File: config.mk
export PLATFORM = sky130hd
export DESIGN_NAME = addsub_serial
export DESIGN_NICKNAME = d
export VERILOG_FILES = /design/src/rtl/alu_pkg.sv /design/src/rtl/addsub_chunk.sv /design/src/rtl/addsub_serial.sv
export SDC_FILE = /design/constraint.sdc
export NUM_CORES = 1
export LEC_CHECK = 0
export CAP_MARGIN = 25
export CELL_PAD_IN_SITES_DETAIL_PLACEMENT = 0
export CELL_PAD_IN_SITES_GLOBAL_PLACEMENT = 1
export CORE_MARGIN = 1
export CORE_UTILIZATION = 30
export DETAILED_ROUTE_END_ITERATION = 10
export GPL_TIMING_DRIVEN = 0
export PLACE_DENSITY_LB_ADDON = 0.1
export SYNTH_ARGS = -nofsm -noshare
export SYNTH_HDL_FRONTEND = slang
export SYNTH_SLANG_ARGS = --single-unit
export TNS_END_PERCENT = 1
File: constraint.sdc
create_clock -name clk -period 5.28 [get_ports clk]
set_input_delay 1.32 -clock clk [delete_from_list [all_inputs] [get_ports clk]]
set_output_delay 1.32 -clock clk [all_outputs]
set_load 0.02 [all_outputs]
File: src/rtl/alu_pkg.sv
// Shared ALU definitions: op encodings, FSM states, flag bundle.
// Also holds the operand-conditioning rules used by the serial adder.
package alu_pkg;

  localparam logic [1:0] OP_ADD = 2'b00;
  localparam logic [1:0] OP_SUB = 2'b01;
  localparam logic [1:0] OP_ADC = 2'b10;
  localparam logic [1:0] OP_SBC = 2'b11;

  typedef enum logic [1:0] {
    ST_IDLE = 2'd0,
    ST_BUSY = 2'd1,
    ST_DONE = 2'd2
  } state_e;

  typedef struct packed {
    logic carry;
    logic overflow;
    logic zero;
    logic negative;
  } flags_t;

  // Subtracting ops add the inverted second operand.
  function automatic logic op_inv_b(input logic [1:0] op);
    return (op == OP_SUB) || (op == OP_SBC);
  endfunction

  function automatic logic op_cin(
    input logic [1:0] op,
    input logic       carry_in
  );
    logic c;
    unique case (op)
      OP_ADD:  c = 1'b0;
      OP_SUB:  c = 1'b1;
      default: c = carry_in;
    endcase
    return c;
  endfunction

endpackage

File: src/rtl/addsub_chunk.sv
// CHUNK-bit ripple adder built from full-adder cells.
// Shared by every cycle of a serial add/subtract.
module addsub_chunk #(
  parameter int CHUNK = 4
) (
  input  logic [CHUNK-1:0] a_i,
  input  logic [CHUNK-1:0] b_i,
  input  logic             cin_i,
  output logic [CHUNK-1:0] sum_o,
  output logic             cout_o
);

  logic [CHUNK:0] c;

  assign c[0] = cin_i;

  for (genvar i = 0; i < CHUNK; i++) begin : g_fa
    assign sum_o[i] = a_i[i] ^ b_i[i] ^ c[i];
    assign c[i+1]   = (a_i[i] & b_i[i]) |
                      (c[i] & (a_i[i] ^ b_i[i]));
  end

  assign cout_o = c[CHUNK];

endmodule

File: src/rtl/addsub_serial.sv
// Chunk-serial add/subtract with carry chaining and NZCV-style flags.
// One CHUNK-bit adder is reused for NCHUNK cycles per operation.
module addsub_serial
  import alu_pkg::*;
#(
  parameter int WIDTH = 16,
  parameter int CHUNK = 4
) (
  input  logic             clk,
  input  logic             rst,
  input  logic             in_valid,
  output logic             in_ready,
  input  logic [WIDTH-1:0] a,
  input  logic [WIDTH-1:0] b,
  input  logic [1:0]       op,
  input  logic             carry_in,
  output logic             out_valid,
  input  logic             out_ready,
  output logic [WIDTH-1:0] result,
  output logic             carry,
  output logic             overflow,
  output logic             zero,
  output logic             negative
);

  localparam int NCHUNK = WIDTH / CHUNK;
  localparam int CW     = (NCHUNK > 1) ? $clog2(NCHUNK) : 1;

  if (WIDTH < 2 || CHUNK < 1 || (WIDTH % CHUNK) != 0) begin : g_bad_param
    $error("addsub_serial: WIDTH must be >= 2 and a multiple of CHUNK");
  end

  state_e           state_q, state_d;
  logic [CW-1:0]    cnt_q, cnt_d;
  logic [WIDTH-1:0] a_q, a_d;
  logic [WIDTH-1:0] b_q, b_d;
  logic             cy_q, cy_d;
  logic [WIDTH-1:0] res_q, res_d;
  flags_t           flg_q, flg_d;

  logic [CHUNK-1:0] ch_a, ch_b, ch_sum;
  logic             ch_cout;
  logic             load;
  logic             last;
  logic             msb_cin;

  assign in_ready  = (state_q == ST_IDLE) ||
                     ((state_q == ST_DONE) && out_ready);
  assign out_valid = (state_q == ST_DONE);
  assign load      = in_valid && in_ready;
  assign last      = (cnt_q == CW'(NCHUNK - 1));

  always_comb begin
    ch_a = '0;
    ch_b = '0;
    for (int i = 0; i < NCHUNK; i++) begin
      if (cnt_q == CW'(i)) begin
        ch_a = a_q[i*CHUNK +: CHUNK];
        ch_b = b_q[i*CHUNK +: CHUNK];
      end
    end
  end

  addsub_chunk #(
    .CHUNK(CHUNK)
  ) u_chunk (
    .a_i   (ch_a),
    .b_i   (ch_b),
    .cin_i (cy_q),
    .sum_o (ch_sum),
    .cout_o(ch_cout)
  );

  always_comb begin
    state_d = state_q;
    cnt_d   = cnt_q;
    a_d     = a_q;
    b_d     = b_q;
    cy_d    = cy_q;
    res_d   = res_q;
    flg_d   = flg_q;
    msb_cin = 1'b0;

    unique case (state_q)
      ST_IDLE: begin
        if (in_valid) state_d = ST_BUSY;
      end
      ST_BUSY: begin
        for (int i = 0; i < NCHUNK; i++) begin
          if (cnt_q == CW'(i)) res_d[i*CHUNK +: CHUNK] = ch_sum;
        end
        cy_d  = ch_cout;
        cnt_d = cnt_q + CW'(1);
        if (last) begin
          // Carry into the MSB recovered from the sum bit itself.
          msb_cin = a_q[WIDTH-1] ^ b_q[WIDTH-1] ^ res_d[WIDTH-1];
          flg_d.carry    = ch_cout;
          flg_d.overflow = msb_cin ^ ch_cout;
          flg_d.zero     = (res_d == '0);
          flg_d.negative = res_d[WIDTH-1];
          cnt_d   = '0;
          state_d = ST_DONE;
        end
      end
      ST_DONE: begin
        if (out_ready) state_d = in_valid ? ST_BUSY : ST_IDLE;
      end
      default: state_d = ST_IDLE;
    endcase

    if (load) begin
      a_d   = a;
      b_d   = op_inv_b(op) ? ~b : b;
      cy_d  = op_cin(op, carry_in);
      cnt_d = '0;
    end
  end

  always_ff @(posedge clk or posedge rst) begin
    if (rst) begin
      state_q <= ST_IDLE;
      cnt_q   <= '0;
      a_q     <= '0;
      b_q     <= '0;
      cy_q    <= 1'b0;
      res_q   <= '0;
      flg_q   <= '0;
    end else begin
      state_q <= state_d;
      cnt_q   <= cnt_d;
      a_q     <= a_d;
      b_q     <= b_d;
      cy_q    <= cy_d;
      res_q   <= res_d;
      flg_q   <= flg_d;
    end
  end

  assign result   = res_q;
  assign carry    = flg_q.carry;
  assign overflow = flg_q.overflow;
  assign zero     = flg_q.zero;
  assign negative = flg_q.negative;

endmodule

==> results.txt, run 1 <==
Per-cell routed wire length: 14.5 um. Buffers placed on the I/O ports in this run total 59. After legalization and detailed placement, the total HPWL measured 4970 um. Summed over all failing endpoints, the final setup total negative slack is 0 ps.

The floorplan step defined a die boundary enclosing 9960 um2. The run gives 61 as the number of top-level pins. Critical path's slowest cell: sky130_fd_sc_hd__clkdlybuf4s50_1. By count the netlist is led by sky130_fd_sc_hd__dfrtp_1 (57), sky130_fd_sc_hd__a21oi_1 (34), sky130_fd_sc_hd__nand2_1 (29).

Yosys mapped a number of flops with a built-in enable equal to 0. When the netlist entered floorplanning its net count stood at 312. From left edge to right edge, the die measures 99.8 um. The startpoint type of the worst setup path was an input pin.

Yosys attributes the largest share of cell area to sky130_fd_sc_hd__dfrtp_1 (50%), sky130_fd_sc_hd__mux2_2 (11%), sky130_fd_sc_hd__a21oi_1 (5.9%). The run gives 0 as the final max-slew violation count. The setup check on the worst reg-to-reg path leaves a slack of 1380 ps.

The total setup buffers inserted after CTS came out at 0. Setup violations remaining at the end of the flow were counted as 0. The number of flip-flops and latches in the synthesized netlist is 57.

The required time at the worst-slack endpoint came out at 3960 ps. Across the routed clock network, the largest skew measured is 7.30 ps. After global routing the overflow that remains totals 0. The synthesized area was 2870 um2; the standby leakage power was 0.00155 uW.

After synthesis, the share of flip-flops with an asynchronous set or reset is 100%. In the routed layout, each cell is associated on average with a via count of 4.58. The total area inside the core boundary comes to 9240 um2.

TritonCTS built the clock tree. The logic depth of the worst register-to-register path came out at 16. For this run, design rule violations remaining after detail routing come to 0. The kind of path behind the tightest hold check is flip-flop to flip-flop. The depth of the worst hold-timing path was 2.

For the total via count in the routed design, the log shows 2152. The count of endpoints failing hold in the final timing report was 0; the post-route minimum period was 3940 ps. In this design, the critical path's most frequently occurring cell is sky130_fd_sc_hd__clkdlybuf4s50_1. The run gives 2175 as the via count of the first global-routing pass. sky130_fd_sc_hd__dfrtp_1 takes more of the synthesized area than any other cell.

On the worst path, the slowest cell contributes a delay of 610 ps. The root cell of the clock tree is sky130_fd_sc_hd__clkbuf_8. The run gives 340 ps as the later-pin clock latency in the skew report. The first global-routing pass estimated 11400 um of wire. Yosys mapped the design onto 38 distinct sky130hd cell types. Headroom to the max-slew limit came out at 52.9%. The post-route netlist has 17.6% of its cells at a drive strength greater than 1. The launch instance of the worst min-delay path was result[13]. STA puts the critical path data arrival time at 2620 ps. Of the post-synthesis cell area, the dominant cell type holds 49.7%. Prevailing post-synth register cell: sky130_fd_sc_hd__dfrtp_1. The sequential area share after synthesis was 49.7%.

The tools report the start of the worst register-to-register path as cnt_q[0]. The placed instance count is 454. No sink is reached through more buffers than the 2 on the longest clock path. For the number of inserted filler cells in the final layout, the log shows 941.

Power density normalized to cell area: 713 nW/um2. Hold timing on the final database bottoms out at a slack of 474 ps. The starting DRC count in detailed routing is 57. The number of rows created at floorplan is 35.

Synthesis handed over a netlist of 265 instances. The worst-case IR drop observed on VDD is 0.000318 V. The sequential cell area is 1430 um2, and the count of cells resized by post-cts repair is 0.

The transition time of the tightest slew-check pin was 706 ps; the number of max-cap violations was 0. Among all cell types in the netlist, the one instantiated most often is sky130_fd_sc_hd__dfrtp_1. The run finished with clean final reports.

In the finished design, the share of the clock period the worst path needs comes to 74.6%. Averaged over all synthesized cells, the footprint is 10.8 um2. For this run, the top clock speed supported by timing is 0.254 GHz. Entering global routing, the biggest net connects 33 pins.

The final layout contains 383 nets. The area growth from synthesis to layout is 33.0%. The congestion estimate from routability-driven global placement came to 0.730. After clock tree synthesis, the clock-pin slew on the worst setup and hold paths is 60 ps.

Once layout is complete, the cells apart from fillers number 470. After clock tree synthesis, the flow added hold-fix buffers numbering 0. For the number of antenna violations at the first check in global routing, the log shows 0. The clock net in this run drives a total of 57 sinks. Once the floorplan was initialized, standard cells occupied 31.0% of the core.

During synthesis, Yosys emitted a total of 0 warnings. The critical path goes through clkdlybuf4s50_1, inv_1, a21oi_1, clkdlybuf4s50_1. The count of antenna diodes in the layout is 0, and the die span in y is 99.8 um.

In this run, CTS created clock tree buffers numbering 9. The reg-to-reg endpoint was zero. The logs give 6810 um for the detailed-route wire length and 0 for the number of routed nets with antenna violations. The type of the worst setup path was input pin to output pin.

The top fanout value on the critical path was 3; the all-layer global routing usage was 15.3%. The area of combinational cells with multiple inputs was 1300 um2; the level count of the clock H-tree was 3. The path with the worst hold slack has its endpoint at result[13].

For this run, the detailed router's first-pass iteration total came to 4. Setup repair after global routing left no endpoint under its margin. The worst setup path is captured at an output pin.
[logic make-up (layout without fill, tap and decap cells)]
logic type / after synthesis / count (layout) / share of synthesized area [%]
adders and majority gates: 8 / 8 / 4.54
DFF: 57 / 57 / 49.7
buffers and inverters: 23 / 99 / 4.88
and+or+nand+nor: 72 / 72 / 11.9
AOI/OAI and AO/OA: 57 / 57 / 11.8
muxes: 29 / 29 / 11.3
xor gates and xnor gates: 19 / 19 / 5.80
[metrics by stage]
step                cell area [um2]  worst slack (ps)  utilization [%]  power (uW)
floorplan                      2870              1900                -        1840
finish                         3810              1340             41.3        2720
global placement               3620              1340             39.2        2380
detailed placement             3640              1330             39.4        2400
global route                   3810              1070             41.3        2950
CTS                            3810              1330             41.3        2770
[cells in the final DEF (no fill, tap or decap), types with 2 or more instances in the layout]
cell type                         netlist  routed
sky130_fd_sc_hd__inv_1                  7       6
sky130_fd_sc_hd__fa_1                   4       4
sky130_fd_sc_hd__xnor2_1               19      19
sky130_fd_sc_hd__nor2_1                17      17
sky130_fd_sc_hd__clkbuf_1               3       5
sky130_fd_sc_hd__buf_4                  3       3
sky130_fd_sc_hd__mux2_2                28      28
sky130_fd_sc_hd__nand2_1               29      29
sky130_fd_sc_hd__nor2b_1                6       6
sky130_fd_sc_hd__buf_2                  5       5
sky130_fd_sc_hd__nor3_1                 5       5
sky130_fd_sc_hd__nand3b_1               7       7
sky130_fd_sc_hd__buf_6                  3       3
sky130_fd_sc_hd__ha_1                   4       4
sky130_fd_sc_hd__o21ai_0               12      12
sky130_fd_sc_hd__dfrtp_1               57      57
sky130_fd_sc_hd__clkdlybuf4s50_1        0      59
sky130_fd_sc_hd__clkbuf_8               1      12
sky130_fd_sc_hd__a221oi_1               2       2
sky130_fd_sc_hd__a21oi_1               34      34
sky130_fd_sc_hd__clkinv_2               0       3
[per-layer routing]
layer | GRT usage [%] | wire length [um] | up-vias
met2 | 24.6 | 3310 | 56
met4 | 5.77 | 106 | 0
met1 | 19.7 | 3110 | 1037
met3 | 3.97 | 291 | 10
li1 | - | - | 1049
met5 | 0 | 0 | -
[power by group]
group          switching (uW)  internal (uW)
logic                     832            726
clock network             170            194
registers                 143            656
total                    1150           1580
[sequential cells by signal (all words and copies together), names as in the netlist]
name and cells:
cnt_q 2, cy_q 1, zero 1, overflow 1
negative 1, a_q 16, result 16, state_q 2
b_q 16, carry 1
[worst max-delay path by stage]
| stage | slack [ps] | depth (start not counted) | from | to |
|---|---|---|---|---|
| floorplan | 1900 | 16 | cnt_q[0] | zero |
| global placement | 1340 | 4 | out_ready | in_ready |
| detailed placement | 1330 | 4 | out_ready | in_ready |
| CTS | 1330 | 4 | out_ready | in_ready |
| global route | 1070 | 16 | cnt_q[0] | zero |
| finish | 1340 | 4 | out_ready | in_ready |
[area by class of cell]
cell class / count / share of cell area (%)
timing repair buffer: 60 / 16.0
inverter: 7 / 0.689
tap: 129 / 4.23
multi-input combinational: 185 / 34.1
clock inverter: 3 / 0.394
buffer: 16 / 2.98
clock buffer: 13 / 4.17
sequential: 57 / 37.4
[critical path, delay by kind of cell]
| kind | cells | cell delay, ps |
|---|---|---|
| compound gates | 1 | 150 |
| buf+inv | 3 | 1140 |
(Power assumes the default switching activity.)
==> run 2: changes to the inputs <==
==> constraint.sdc (replaced) <==
create_clock -name clk -period 3.9 [get_ports clk]
set_input_delay 0.975 -clock clk [delete_from_list [all_inputs] [get_ports clk]]
set_output_delay 0.975 -clock clk [all_outputs]
set_load 0.02 [all_outputs]
==> run 2 against run 1 <==
Against the previous run: largest cell class unchanged; first-iteration DRC count grew 8.8%; register-to-register slack lost 1200 ps; non-clock buffer count grew 4; combinational power grew 47%; cell count grew 0.85%; critical path type is now flip-flop to flip-flop; utilization grew 0.46 points; critical path depth grew 12; setup slack lost 1100 ps.
==> results.txt, run 2 (same netlist as run 1, synthesis figures left out) <==
In this run the number of cells on the critical path is 16. The maximum achievable frequency came out at 0.271 GHz. Of the total power, the share spent switching nets is 40.9%. Walking the worst path, the cells encountered are ha_1, buf_6, buf_4, nand2_1, a21oi_1, a21oi_1, o21ai_1, fa_1, inv_1, fa_1, inv_1, fa_2, fa_2, and2b_1, o2111ai_1, o31ai_2.

Worst setup path startpoint: cnt_q[0]. In this run the vertical extent of the chip is 99.8 um. The final cell utilization of the core was 41.7%; the pin count of the biggest net entering global routing was 33. The logic depth of the worst register-to-register path was 16; the number of inserted filler cells in the final layout was 941. The run gives 0 as the count of endpoints failing hold in the final timing report. The remaining routing DRC violations is 0, and the placed wire-length estimate is 4970 um. By startpoint and endpoint, the worst setup path is classified as flip-flop to flip-flop. Summed over all failing endpoints, the final setup total negative slack is 0 ps. The run gives 0 as the overall overflow remaining after global route. The logs give 2185 for the via count of the first global-routing pass and 0 for the final max-slew violation count. The worst setup path is captured at a flip-flop.

The number of rows created at floorplan is 35, and the power density normalized to cell area is 1000 nW/um2. The standby leakage power came out at 0.00157 uW. The congestion estimate from routability-driven global placement came to 0.730. The tools report the clock sink total as 57.

In this run, the combinational gates consume 59.3% of the power. The first global-routing pass estimated 11400 um of wire. Cells with a size suffix above 1 make up 19.7% of the layout. The start of the worst register-to-register path was cnt_q[0]. Port buffering added 59 buffers.

The routed layout has 2177 vias. Measured against its own limit, the worst slew margin works out to 53.1%. For the cell area after layout, the log shows 3860 um2.

Clock-pin slew reported for the worst setup and hold paths after clock tree synthesis: 60 ps. For this block, the routed nets add up to 6890 um of wire. Pin placement for this block handled 61 I/O pins.

The top cell types in the final layout, fill and taps aside, are sky130_fd_sc_hd__clkdlybuf4s50_1 (59), sky130_fd_sc_hd__dfrtp_1 (56), sky130_fd_sc_hd__a21oi_1 (33). The per-cell routed wire length came out at 14.5 um. The area after detailed placement came out at 3640 um2.

The depth of the worst hold-timing path is 2, and the standard cell core area is 9240 um2. The number of antenna diodes in the final layout is 0. In this run the worst path has a maximum fanout of 10.

The tree is rooted in a sky130_fd_sc_hd__clkbuf_8. The tools report the number of max-cap violations as 0. Broken down by cell family, the worst path's largest delay share belongs to adder cells. For the worst setup path, the data arrival time is 3930 ps. Maximum VDD drop: 0.000333 V. The run finished with clean final reports. The die outline width works out to 99.8 um.

The count of final setup violators was 0. The worst path uses 94.4% of the clock period. The overall die area is 9960 um2, and the number of routed nets with antenna violations is 0. The post-route minimum period was 3680 ps. At the pin with the least slew margin, the transition time is 702 ps.

Across the whole layout, storage elements account for 1430 um2. Critical path's slowest cell: sky130_fd_sc_hd__fa_2. In this run, CTS created clock tree buffers numbering 9. The worst-case clock buffer depth is 2. Following the worst setup path forward leads to its endpoint at zero. For the number of antenna violations at the first check in global routing, the log shows 0. The endpoint identified for the worst register-to-register timing path is zero.

In this run, post-CTS hold repair placed 0 buffers. TritonCTS built the clock tree. The sequential power share is 28.0%. Leaving out fill and tap cells, the most frequent cell in the layout is sky130_fd_sc_hd__clkdlybuf4s50_1. The clock arrives with 5.31 ps of skew. Routed via count divided by cell count: 4.59. The worst setup path is launched from a flip-flop. Setup slack on the worst reg-to-reg path comes out at 220 ps. The initial utilization of the core area, before any placement, comes to 31.0%.

The analysis attributes to net switching a power of 1590 uW. On the final layout, the worst hold slack is 474 ps. The area growth from synthesis to layout was 34.5%; the final layout net count was 387. The kind of path behind the tightest hold check was flip-flop to flip-flop. The logs give 2290 uW for the internal power contribution and 4 for the number of search-and-repair iterations in the first detailed-routing pass. The run gives 12.7% as the clock share of power.

The H-tree was split into 3 levels. Together, buffers and inverters on the worst path number 4. The biggest cell delay along the critical path is 510 ps, and the area of combinational cells with multiple inputs is 1310 um2. The required time at the worst-slack endpoint is 4150 ps.

In the global route stage, overall resource usage came out at 15.3%. The starting DRC count in detailed routing was 62. Later-pin clock latency in the skew report: 340 ps.

The run gives 3880 uW as the total chip power.
## run 2: cell types whose count changed in the layout (fill, tap and decap cells not counted)
cell	change
sky130_fd_sc_hd__o21ai_0	-2
sky130_fd_sc_hd__dfrtp_1	-1
sky130_fd_sc_hd__fa_2	+2
sky130_fd_sc_hd__a21oi_2	+1
sky130_fd_sc_hd__a21oi_1	-1
sky130_fd_sc_hd__buf_4	+5
sky130_fd_sc_hd__dfrtp_2	+1
sky130_fd_sc_hd__o21ai_1	+2
sky130_fd_sc_hd__fa_1	-2
sky130_fd_sc_hd__buf_2	-1
## run 2: per-layer routing
metal  global-route usage [%]  routed length, um
met3                     3.97                273
met5                        0                  0
met4                     5.77                107
met2                     24.9               3380
met1                     19.6               3120
## run 2: cell type report
class	instances	share of cell area, %
clock buffer	13	4.12
buffer	16	3.02
inverter	7	0.681
tap	129	4.18
timing repair buffer	64	16.6
multi-input combinational	185	34.0
clock inverter	3	0.389
sequential	57	37.0
## run 2: metrics by stage
stage | setup slack [ps] | cells
global route | -2.69 | 474
CTS | 69.8 | 470
floorplan | 525 | 265
detailed placement | -9.85 | 454
global placement | 1.86 | 453
finish | 216 | 474
## run 2: repair_timing
action / in CTS / in global routing
endpoints found under the hold margin: 0 / 0
pin swaps: 0 / 2
setup endpoints to repair: 1 / 2
resized for setup: 1 / 7
buffers inserted: 0 / 4
## run 2: worst min path at each step
| stage | startpoint | end | slack (ps) |
|---|---|---|---|
| finish | result[13] | result[13] | 470 |
| floorplan | a_q[1] | a_q[1] | 470 |
| CTS | result[15] | result[15] | 480 |
| global route | a_q[1] | a_q[1] | 520 |
| detailed placement | result[15] | result[15] | 470 |
| global placement | result[15] | result[15] | 460 |
## run 2: power by group through the flow
stage	Clock, uW	Combinational, uW	Sequential, uW
floorplan	0	1340	1160
global placement	0	2130	1090
detailed placement	0	2150	1100
CTS	513	2170	1090
global route	538	2540	1120
finish	492	2300	1080
## run 2: worst reg2reg max path, delay by kind of cell, from the launching register on
| kind | cells | cell delay [ps] |
|---|---|---|
| adders and majority gates | 5 | 1670 |
| DFF | 1 | 440 |
| buffers and inverters | 4 | 470 |
| AOI/OAI and AO/OA | 5 | 740 |
| and+or+nand+nor | 2 | 290 |
==> run 3: changes to the inputs <==
--- a/config.mk
+++ b/config.mk
@@ -5,7 +5,7 @@
 export SDC_FILE = /design/constraint.sdc
 export NUM_CORES = 1
 export LEC_CHECK = 0
-export CAP_MARGIN = 25
+export CAP_MARGIN = 20
 export CELL_PAD_IN_SITES_DETAIL_PLACEMENT = 0
 export CELL_PAD_IN_SITES_GLOBAL_PLACEMENT = 1
 export CORE_MARGIN = 1
==> results of run 3 <==
No change in the layout: final DEF, timing and power equal those of run 2.
